--- src/rtl/psg_bus_sequencer_if.sv ---
// ----------------------------------------------------------------------------
// psg_bus_sequencer_if
//   Groups the request/response handshake and the AY-3-8910 bus pins of the
//   PSG bus sequencer.
//
//   Request side : REQ_VALID, REQ_READY, REQ_WRITE, REQ_ADDR[3:0], REQ_WDATA[7:0]
//   Response side: RSP_VALID (one-cycle pulse), RSP_DATA[7:0]
//   PSG bus side : BDIR, BC1, DA_OUT[7:0], DA_OE, DA_IN[7:0]
//
//   slave  - view taken by the sequencer itself
//   master - view taken by the request source / PSG model
// ----------------------------------------------------------------------------
interface psg_bus_sequencer_if;
    logic       REQ_VALID;
    logic       REQ_READY;
    logic       REQ_WRITE;
    logic [3:0] REQ_ADDR;
    logic [7:0] REQ_WDATA;
    logic       RSP_VALID;
    logic [7:0] RSP_DATA;
    logic       BDIR;
    logic       BC1;
    logic [7:0] DA_OUT;
    logic       DA_OE;
    logic [7:0] DA_IN;

    modport slave (
        input  REQ_VALID, REQ_WRITE, REQ_ADDR, REQ_WDATA, DA_IN,
        output REQ_READY, RSP_VALID, RSP_DATA, BDIR, BC1, DA_OUT, DA_OE
    );

    modport master (
        output REQ_VALID, REQ_WRITE, REQ_ADDR, REQ_WDATA, DA_IN,
        input  REQ_READY, RSP_VALID, RSP_DATA, BDIR, BC1, DA_OUT, DA_OE
    );
endinterface

--- src/rtl/psg_bus_sequencer.sv ---
// ----------------------------------------------------------------------------
// psg_bus_sequencer
//   Turns single-cycle register read/write requests into AY-3-8910 bus
//   phases: address latch (BDIR/BC1=11), inactive gap, write (10) or
//   read (01), inactive gap. BC2 is tied high on the board.
//
//   Ports:
//     CPU_CLOCK - sole clock, rising edge
//     RESET_AL  - synchronous active-low reset
//     bus       - psg_bus_sequencer_if.slave (request, response, PSG pins)
//
//   Parameters: ADDR_CYCLES, ACC_CYCLES, GAP_CYCLES (each 1..15 clocks).
//
//   Optional feature macro: PSG_ADDR_CACHE_EN
//     When defined, a request to the same register as the last latched one
//     skips the LATCH and GAP1 phases.
// ----------------------------------------------------------------------------
module psg_bus_sequencer #(
    parameter int unsigned ADDR_CYCLES = 2,
    parameter int unsigned ACC_CYCLES  = 2,
    parameter int unsigned GAP_CYCLES  = 1
) (
    input  logic                 CPU_CLOCK,
    input  logic                 RESET_AL,
    psg_bus_sequencer_if.slave   bus
);

    localparam logic [3:0] ADDR_N = 4'(ADDR_CYCLES - 1);
    localparam logic [3:0] ACC_N  = 4'(ACC_CYCLES - 1);
    localparam logic [3:0] GAP_N  = 4'(GAP_CYCLES - 1);

    typedef enum logic [2:0] {
        S_IDLE,
        S_LATCH,
        S_GAP1,
        S_ACCESS,
        S_GAP2
    } state_t;

    typedef struct packed {
        logic       bdir;
        logic       bc1;
        logic       oe;
        logic [7:0] da;
    } pins_t;

    state_t     state_q;
    logic [3:0] cnt_q;
    logic       wr_q;
    logic [7:0] wdata_q;
    logic       ready_q;
    logic       rsp_valid_q;
    logic [7:0] rsp_data_q;
    pins_t      pins_q;
    logic       cache_hit;

`ifdef PSG_ADDR_CACHE_EN
    logic [3:0] addr_q;
    logic [3:0] last_addr_q;
    logic       last_vld_q;
`endif

    function automatic pins_t latch_pins(input logic [3:0] a);
        return '{bdir: 1'b1, bc1: 1'b1, oe: 1'b1, da: {4'h0, a}};
    endfunction

    // Reads leave DA_OE low so the bus is never driven while the PSG drives it.
    function automatic pins_t access_pins(input logic wr, input logic [7:0] d);
        if (wr)
            return '{bdir: 1'b1, bc1: 1'b0, oe: 1'b1, da: d};
        else
            return '{bdir: 1'b0, bc1: 1'b1, oe: 1'b0, da: 8'h00};
    endfunction

    always_comb begin
`ifdef PSG_ADDR_CACHE_EN
        cache_hit = last_vld_q && (bus.REQ_ADDR == last_addr_q);
`else
        cache_hit = 1'b0;
`endif
    end

    // Pins are loaded on each transition with the value of the phase being
    // entered, so every bus output comes straight from a flop.
    always_ff @(posedge CPU_CLOCK) begin
        if (!RESET_AL) begin
            state_q     <= S_IDLE;
            cnt_q       <= '0;
            wr_q        <= 1'b0;
            wdata_q     <= '0;
            ready_q     <= 1'b1;
            rsp_valid_q <= 1'b0;
            rsp_data_q  <= '0;
            pins_q      <= '0;
`ifdef PSG_ADDR_CACHE_EN
            addr_q      <= '0;
            last_addr_q <= '0;
            last_vld_q  <= 1'b0;
`endif
        end else begin
            rsp_valid_q <= 1'b0;
            case (state_q)
                S_IDLE: begin
                    if (bus.REQ_VALID) begin
                        wr_q    <= bus.REQ_WRITE;
                        wdata_q <= bus.REQ_WDATA;
                        ready_q <= 1'b0;
`ifdef PSG_ADDR_CACHE_EN
                        addr_q  <= bus.REQ_ADDR;
`endif
                        if (cache_hit) begin
                            state_q <= S_ACCESS;
                            cnt_q   <= ACC_N;
                            pins_q  <= access_pins(bus.REQ_WRITE, bus.REQ_WDATA);
                        end else begin
                            state_q <= S_LATCH;
                            cnt_q   <= ADDR_N;
                            pins_q  <= latch_pins(bus.REQ_ADDR);
                        end
                    end
                end
                S_LATCH: begin
                    if (cnt_q != '0) begin
                        cnt_q <= cnt_q - 4'd1;
                    end else begin
                        state_q <= S_GAP1;
                        cnt_q   <= GAP_N;
                        pins_q  <= '0;
`ifdef PSG_ADDR_CACHE_EN
                        last_addr_q <= addr_q;
                        last_vld_q  <= 1'b1;
`endif
                    end
                end
                S_GAP1: begin
                    if (cnt_q != '0) begin
                        cnt_q <= cnt_q - 4'd1;
                    end else begin
                        state_q <= S_ACCESS;
                        cnt_q   <= ACC_N;
                        pins_q  <= access_pins(wr_q, wdata_q);
                    end
                end
                S_ACCESS: begin
                    if (cnt_q != '0) begin
                        cnt_q <= cnt_q - 4'd1;
                    end else begin
                        state_q <= S_GAP2;
                        cnt_q   <= GAP_N;
                        pins_q  <= '0;
                        if (!wr_q) begin
                            rsp_data_q  <= bus.DA_IN;
                            rsp_valid_q <= 1'b1;
                        end
                    end
                end
                S_GAP2: begin
                    if (cnt_q != '0) begin
                        cnt_q <= cnt_q - 4'd1;
                    end else begin
                        state_q <= S_IDLE;
                        ready_q <= 1'b1;
                    end
                end
                default: begin
                    state_q <= S_IDLE;
                    ready_q <= 1'b1;
                    pins_q  <= '0;
                end
            endcase
        end
    end

    assign bus.REQ_READY = ready_q;
    assign bus.RSP_VALID = rsp_valid_q;
    assign bus.RSP_DATA  = rsp_data_q;
    assign bus.BDIR      = pins_q.bdir;
    assign bus.BC1       = pins_q.bc1;
    assign bus.DA_OE     = pins_q.oe;
    assign bus.DA_OUT    = pins_q.da;

endmodule

--- src/flat_wrapper.sv ---
// flat-port wrapper written by rule: the top's interface ports become plain ports
module psg_bus_sequencer_flat 
#(
    parameter int unsigned ADDR_CYCLES = 2,
    parameter int unsigned ACC_CYCLES  = 2,
    parameter int unsigned GAP_CYCLES  = 1
)
  (CPU_CLOCK, RESET_AL, bus_REQ_VALID, bus_REQ_WRITE, bus_REQ_ADDR, bus_REQ_WDATA, bus_DA_IN, bus_REQ_READY, bus_RSP_VALID, bus_RSP_DATA, bus_BDIR, bus_BC1, bus_DA_OUT, bus_DA_OE);
  psg_bus_sequencer_if bus_i ();
  input  logic CPU_CLOCK;
  input  logic RESET_AL;
  input wire logic [$bits(bus_i.REQ_VALID)-1:0] bus_REQ_VALID;
  input wire logic [$bits(bus_i.REQ_WRITE)-1:0] bus_REQ_WRITE;
  input wire logic [$bits(bus_i.REQ_ADDR)-1:0] bus_REQ_ADDR;
  input wire logic [$bits(bus_i.REQ_WDATA)-1:0] bus_REQ_WDATA;
  input wire logic [$bits(bus_i.DA_IN)-1:0] bus_DA_IN;
  output wire logic [$bits(bus_i.REQ_READY)-1:0] bus_REQ_READY;
  output wire logic [$bits(bus_i.RSP_VALID)-1:0] bus_RSP_VALID;
  output wire logic [$bits(bus_i.RSP_DATA)-1:0] bus_RSP_DATA;
  output wire logic [$bits(bus_i.BDIR)-1:0] bus_BDIR;
  output wire logic [$bits(bus_i.BC1)-1:0] bus_BC1;
  output wire logic [$bits(bus_i.DA_OUT)-1:0] bus_DA_OUT;
  output wire logic [$bits(bus_i.DA_OE)-1:0] bus_DA_OE;
  assign bus_i.REQ_VALID = bus_REQ_VALID;
  assign bus_i.REQ_WRITE = bus_REQ_WRITE;
  assign bus_i.REQ_ADDR = bus_REQ_ADDR;
  assign bus_i.REQ_WDATA = bus_REQ_WDATA;
  assign bus_i.DA_IN = bus_DA_IN;
  assign bus_REQ_READY = bus_i.REQ_READY;
  assign bus_RSP_VALID = bus_i.RSP_VALID;
  assign bus_RSP_DATA = bus_i.RSP_DATA;
  assign bus_BDIR = bus_i.BDIR;
  assign bus_BC1 = bus_i.BC1;
  assign bus_DA_OUT = bus_i.DA_OUT;
  assign bus_DA_OE = bus_i.DA_OE;
  psg_bus_sequencer #(.ADDR_CYCLES(ADDR_CYCLES), .ACC_CYCLES(ACC_CYCLES), .GAP_CYCLES(GAP_CYCLES)) u_core (.CPU_CLOCK(CPU_CLOCK), .RESET_AL(RESET_AL), .bus(bus_i));
endmodule
--- config.mk ---
export PLATFORM = sky130hd
export DESIGN_NAME = psg_bus_sequencer_flat
export DESIGN_NICKNAME = d
export VERILOG_FILES = /design/src/rtl/psg_bus_sequencer_if.sv /design/src/rtl/psg_bus_sequencer.sv /design/src/flat_wrapper.sv
export SDC_FILE = /design/constraint.sdc
export NUM_CORES = 1
export LEC_CHECK = 0
export ABC_AREA = 0
export CORE_MARGIN = 8
export CORE_UTILIZATION = 47
export CTS_CLUSTER_SIZE = 16
export DETAILED_ROUTE_END_ITERATION = 8
export PLACE_DENSITY_LB_ADDON = 0.2
export SETUP_SLACK_MARGIN = 0.02
export SYNTH_ARGS = -nofsm -noshare
export SYNTH_HDL_FRONTEND = slang
export SYNTH_SLANG_ARGS = --single-unit
--- constraint.sdc ---
create_clock -name CPU_CLOCK -period 2.1 [get_ports CPU_CLOCK]
set_input_delay 0.63 -clock CPU_CLOCK [delete_from_list [all_inputs] [get_ports CPU_CLOCK]]
set_output_delay 0.63 -clock CPU_CLOCK [all_outputs]
set_load 0.02 [all_outputs]
==> impl_results.md <==
- Setup ws final: 0.149 ns
- CP startpoint: u_core.bus.DA_OUT[1]$_SDFFE_PN0P_
- Core area: 3340 µm²
- First-pass GRT wire length: 6940 µm
- Clk sink count: 36
- Post-synth cell types: 38
- Vias in the first global route: 1473
- Synthesized area per cell: 8.38 µm²
- Hold path depth: 2
- Seq/Total Area, Yosys: 44.3%
- Post-CTS Hold Fix Bufs: 0
- Crit path largest cell delay: 0.62 ns
- Setup-failing EPs final: 0
- Rows: 21
- TritonRoute pass-1 iters: 4
- Setup repair after global routing missed its margin: no
- Antenna violations before repair: 0
- PwrDens: 1250 nW/µm²
- Setup tns final: 0 ns
- Clk root buf: clkbuf_4
- Worst-path fanout max: 2
- Largest net degree at the start of global routing: 32
- Max-Cap Viols: 0
- DRT Wirelength: 4180 µm
- Drt via density: 5.21
- Layout area overhead: 35.8%
- Grt ovf: 0
- WP data required: 1.47 ns
- Clock Latency Late Sink: 0.34 ns
- Full die area: 5600 µm²
- Die W: 74.8 µm
- Hold_ws: 0.466 ns
- Asr flop ratio synth: 0%
- Slew Viols, Final: 0
- Routed Antenna Nets: 0
- Routed WL per cell: 14.6 µm
- Post-Syn Instances: 194
- Status: finished clean
- Leak pwr: 0.838 nW
- Clk buf depth: 2
- Postcts setup bufs: 0
- Post-DP HPWL: 3150 µm
- Initial Utilization: 48.7%
- Fmax: 512 MHz
- Non-filler instance count after layout: 287
- Critical path launch point type: register
- CP delay by family, top: buffers and inverters
- Crit. End Element: output port
- Filler Cells Inserted: 282
- Min-delay src: u_core.wdata_q[5]$_SDFFE_PN0P_
- Relative slew slack: 61.5%
- I/O Pins: 45
- # placed instances: 279
- Routability cong.: 0.849
- Diode count: 0
- Ys Warns: 0
- Worst Path Arrival: 1.32 ns
- Reg2reg start: u_core.cnt_q[0]$_SDFFE_PN0P_
- Post-synth EDFFs: 0
- Critical Path Slowest Stage Cell: clkdlybuf4s50_1
- Most frequent cells in the layout: 44 x clkdlybuf4s50_1, 36 x dfxtp_1, 35 x nand2_1, 19 x nand3_1
- Period utilisation layout: 92.9%
- Share of the synthesized area in the top cell type: 44.3%
- Dpl ws: 0.0480 ns
- Largest area contributor in the netlist: dfxtp_1
- CTS tree: built
- Syn nets: 219
- Worst Setup Path Type: register to output port
- Initial drt markers: 98
- Top FF cell, synth: dfxtp_1
- GRT Resource Usage Total: 16.1%
- Post-CTS sizing: 0
- Final nets: 265
- Worst R2R End: u_core.bus.RSP_DATA[2]$_SDFFE_PN0P_
- Post-route cell area: 2210 µm²
- Netlist Area Pre-Place: 1630 µm²
- Min cycle time layout: 1.95 ns
- HP Class: register to register
- CP cell instances: clkdlybuf4s50_1
- Reg-to-reg slack, setup: 0.41 ns
- Worst reg-to-reg path cell count: 6
- CTS clk-pin slew, worst paths: 0.10 ns
- Worst hold endpoint: u_core.bus.DA_OUT[5]$_SDFFE_PN0P_
- Die Y-Extent: 74.8 µm
- CTS H-tree depth: 2
- Clk_skew: 0.00483 ns
- Placement Cell Area: 2130 µm²
- Peak VDD IR: 0.568 mV
- CTS Buf Count: 5
- Hold Vio Cnt, Final: 0
- Worst slew pin tran: 0.577 ns
- Vias: 1496
- CP Buf/Inv Count: 1
- Synth Register Bits: 36
- Buffers on Ports: 44
- Top cells by area, synth: dfxtp_1 44%, nand2_1 8.1%, nand3_1 5.8%
- # DRC: 0
- Layout cell share with drive strength beyond 1: 11.6%
- Commonest non-fill, non-tap cell in the layout: clkdlybuf4s50_1
[how the worst max path moves through the flow]
stage / to / slack, ns / cells after the start
after floorplan: u_core.bus.RSP_DATA[6]$_SDFFE_PN0P_ / 0.54 / 7
after global placement: u_core.bus.BC1$_SDFFE_PN0P_ / 0.09 / 6
after detailed placement: u_core.bus.DA_OE$_SDFFE_PN0P_ / 0.05 / 4
after CTS: bus_DA_OUT[1] / 0.12 / 1
after global routing: bus_RSP_DATA[1] / 0.06 / 1
final: bus_DA_OUT[1] / 0.15 / 1
[registers in the layout (all words and copies together), names as in the netlist]
signal                cells
u_core.bus.DA_OUT         8
u_core.bus.RSP_DATA       8
u_core.wdata_q            8
u_core.cnt_q              4
u_core.state_q            3
u_core.bus.BC1            1
u_core.bus.DA_OE          1
u_core.bus.REQ_READY      1
u_core.bus.RSP_VALID      1
u_core.wr_q               1
[layout make-up]
cell class	count	area (µm²)	area share, %
Multi-Input combinational cell	141	822	37.2
Tap cell	46	57.6	2.61
Clock inverter	2	35.0	1.59
Timing Repair Buffer	53	520	23.6
Clock buffer	6	41.3	1.87
Sequential cell	36	721	32.6
Inverter	3	11.3	0.510
[kinds of logic after synthesis]
logic type / share of synthesized area, %
multiplexers: 0.615
adder cells (fa/ha/maj): 0.769
AND/OR/NAND/NOR: 28.7
buffers and inverters: 5.15
AO/OA/AOI/OAI: 19.9
XOR/XNOR: 0.539
flip-flops: 44.3
[per-stage QoR]
step,power [mW],util [%]
final,2.77,66.2
after global routing,2.97,66.2
after CTS,2.78,66.2
after detailed placement,2.30,63.9
after global placement,2.24,63.9
after floorplan,1.87,-
[worst register-to-register path, stage by stage (launching register included)]
cell and delay (ns):
dfxtp_1 0.39, inv_1 0.10, ha_1 0.22, nor3b_4 0.33
nand4b_4 0.29, nand3_1 0.18, o21ai_1 0.07
[Yosys cell counts, types with 2 or more instances]
master,count
or3b_1,2
o21ai_0,3
nor2_2,2
inv_1,3
nand3_1,19
nor3_1,4
dfxtp_1,36
nor2_1,6
buf_2,7
nand2_1,35
clkbuf_1,4
nor2b_1,8
a31oi_1,5
o31ai_2,5
o21ai_1,16
a21oi_1,16
o21bai_1,2
[where the power goes]
group | leakage, nW | internal (mW) | switching [mW]
Combinational | 0.502 | 0.591 | 0.712
Clock | 0.0422 | 0.249 | 0.223
Sequential | 0.294 | 0.825 | 0.166
[routing by layer]
metal | GRT usage [%] | wire length [µm] | vias up
li1 | - | - | 770
met1 | 17.8 | 1790 | 668
met2 | 25.7 | 1920 | 51
met3 | 7.86 | 396 | 7
met4 | 6.52 | 72 | 0
met5 | 0 | 0 | -
No activity file was read; power rests on OpenSTA's default activity.
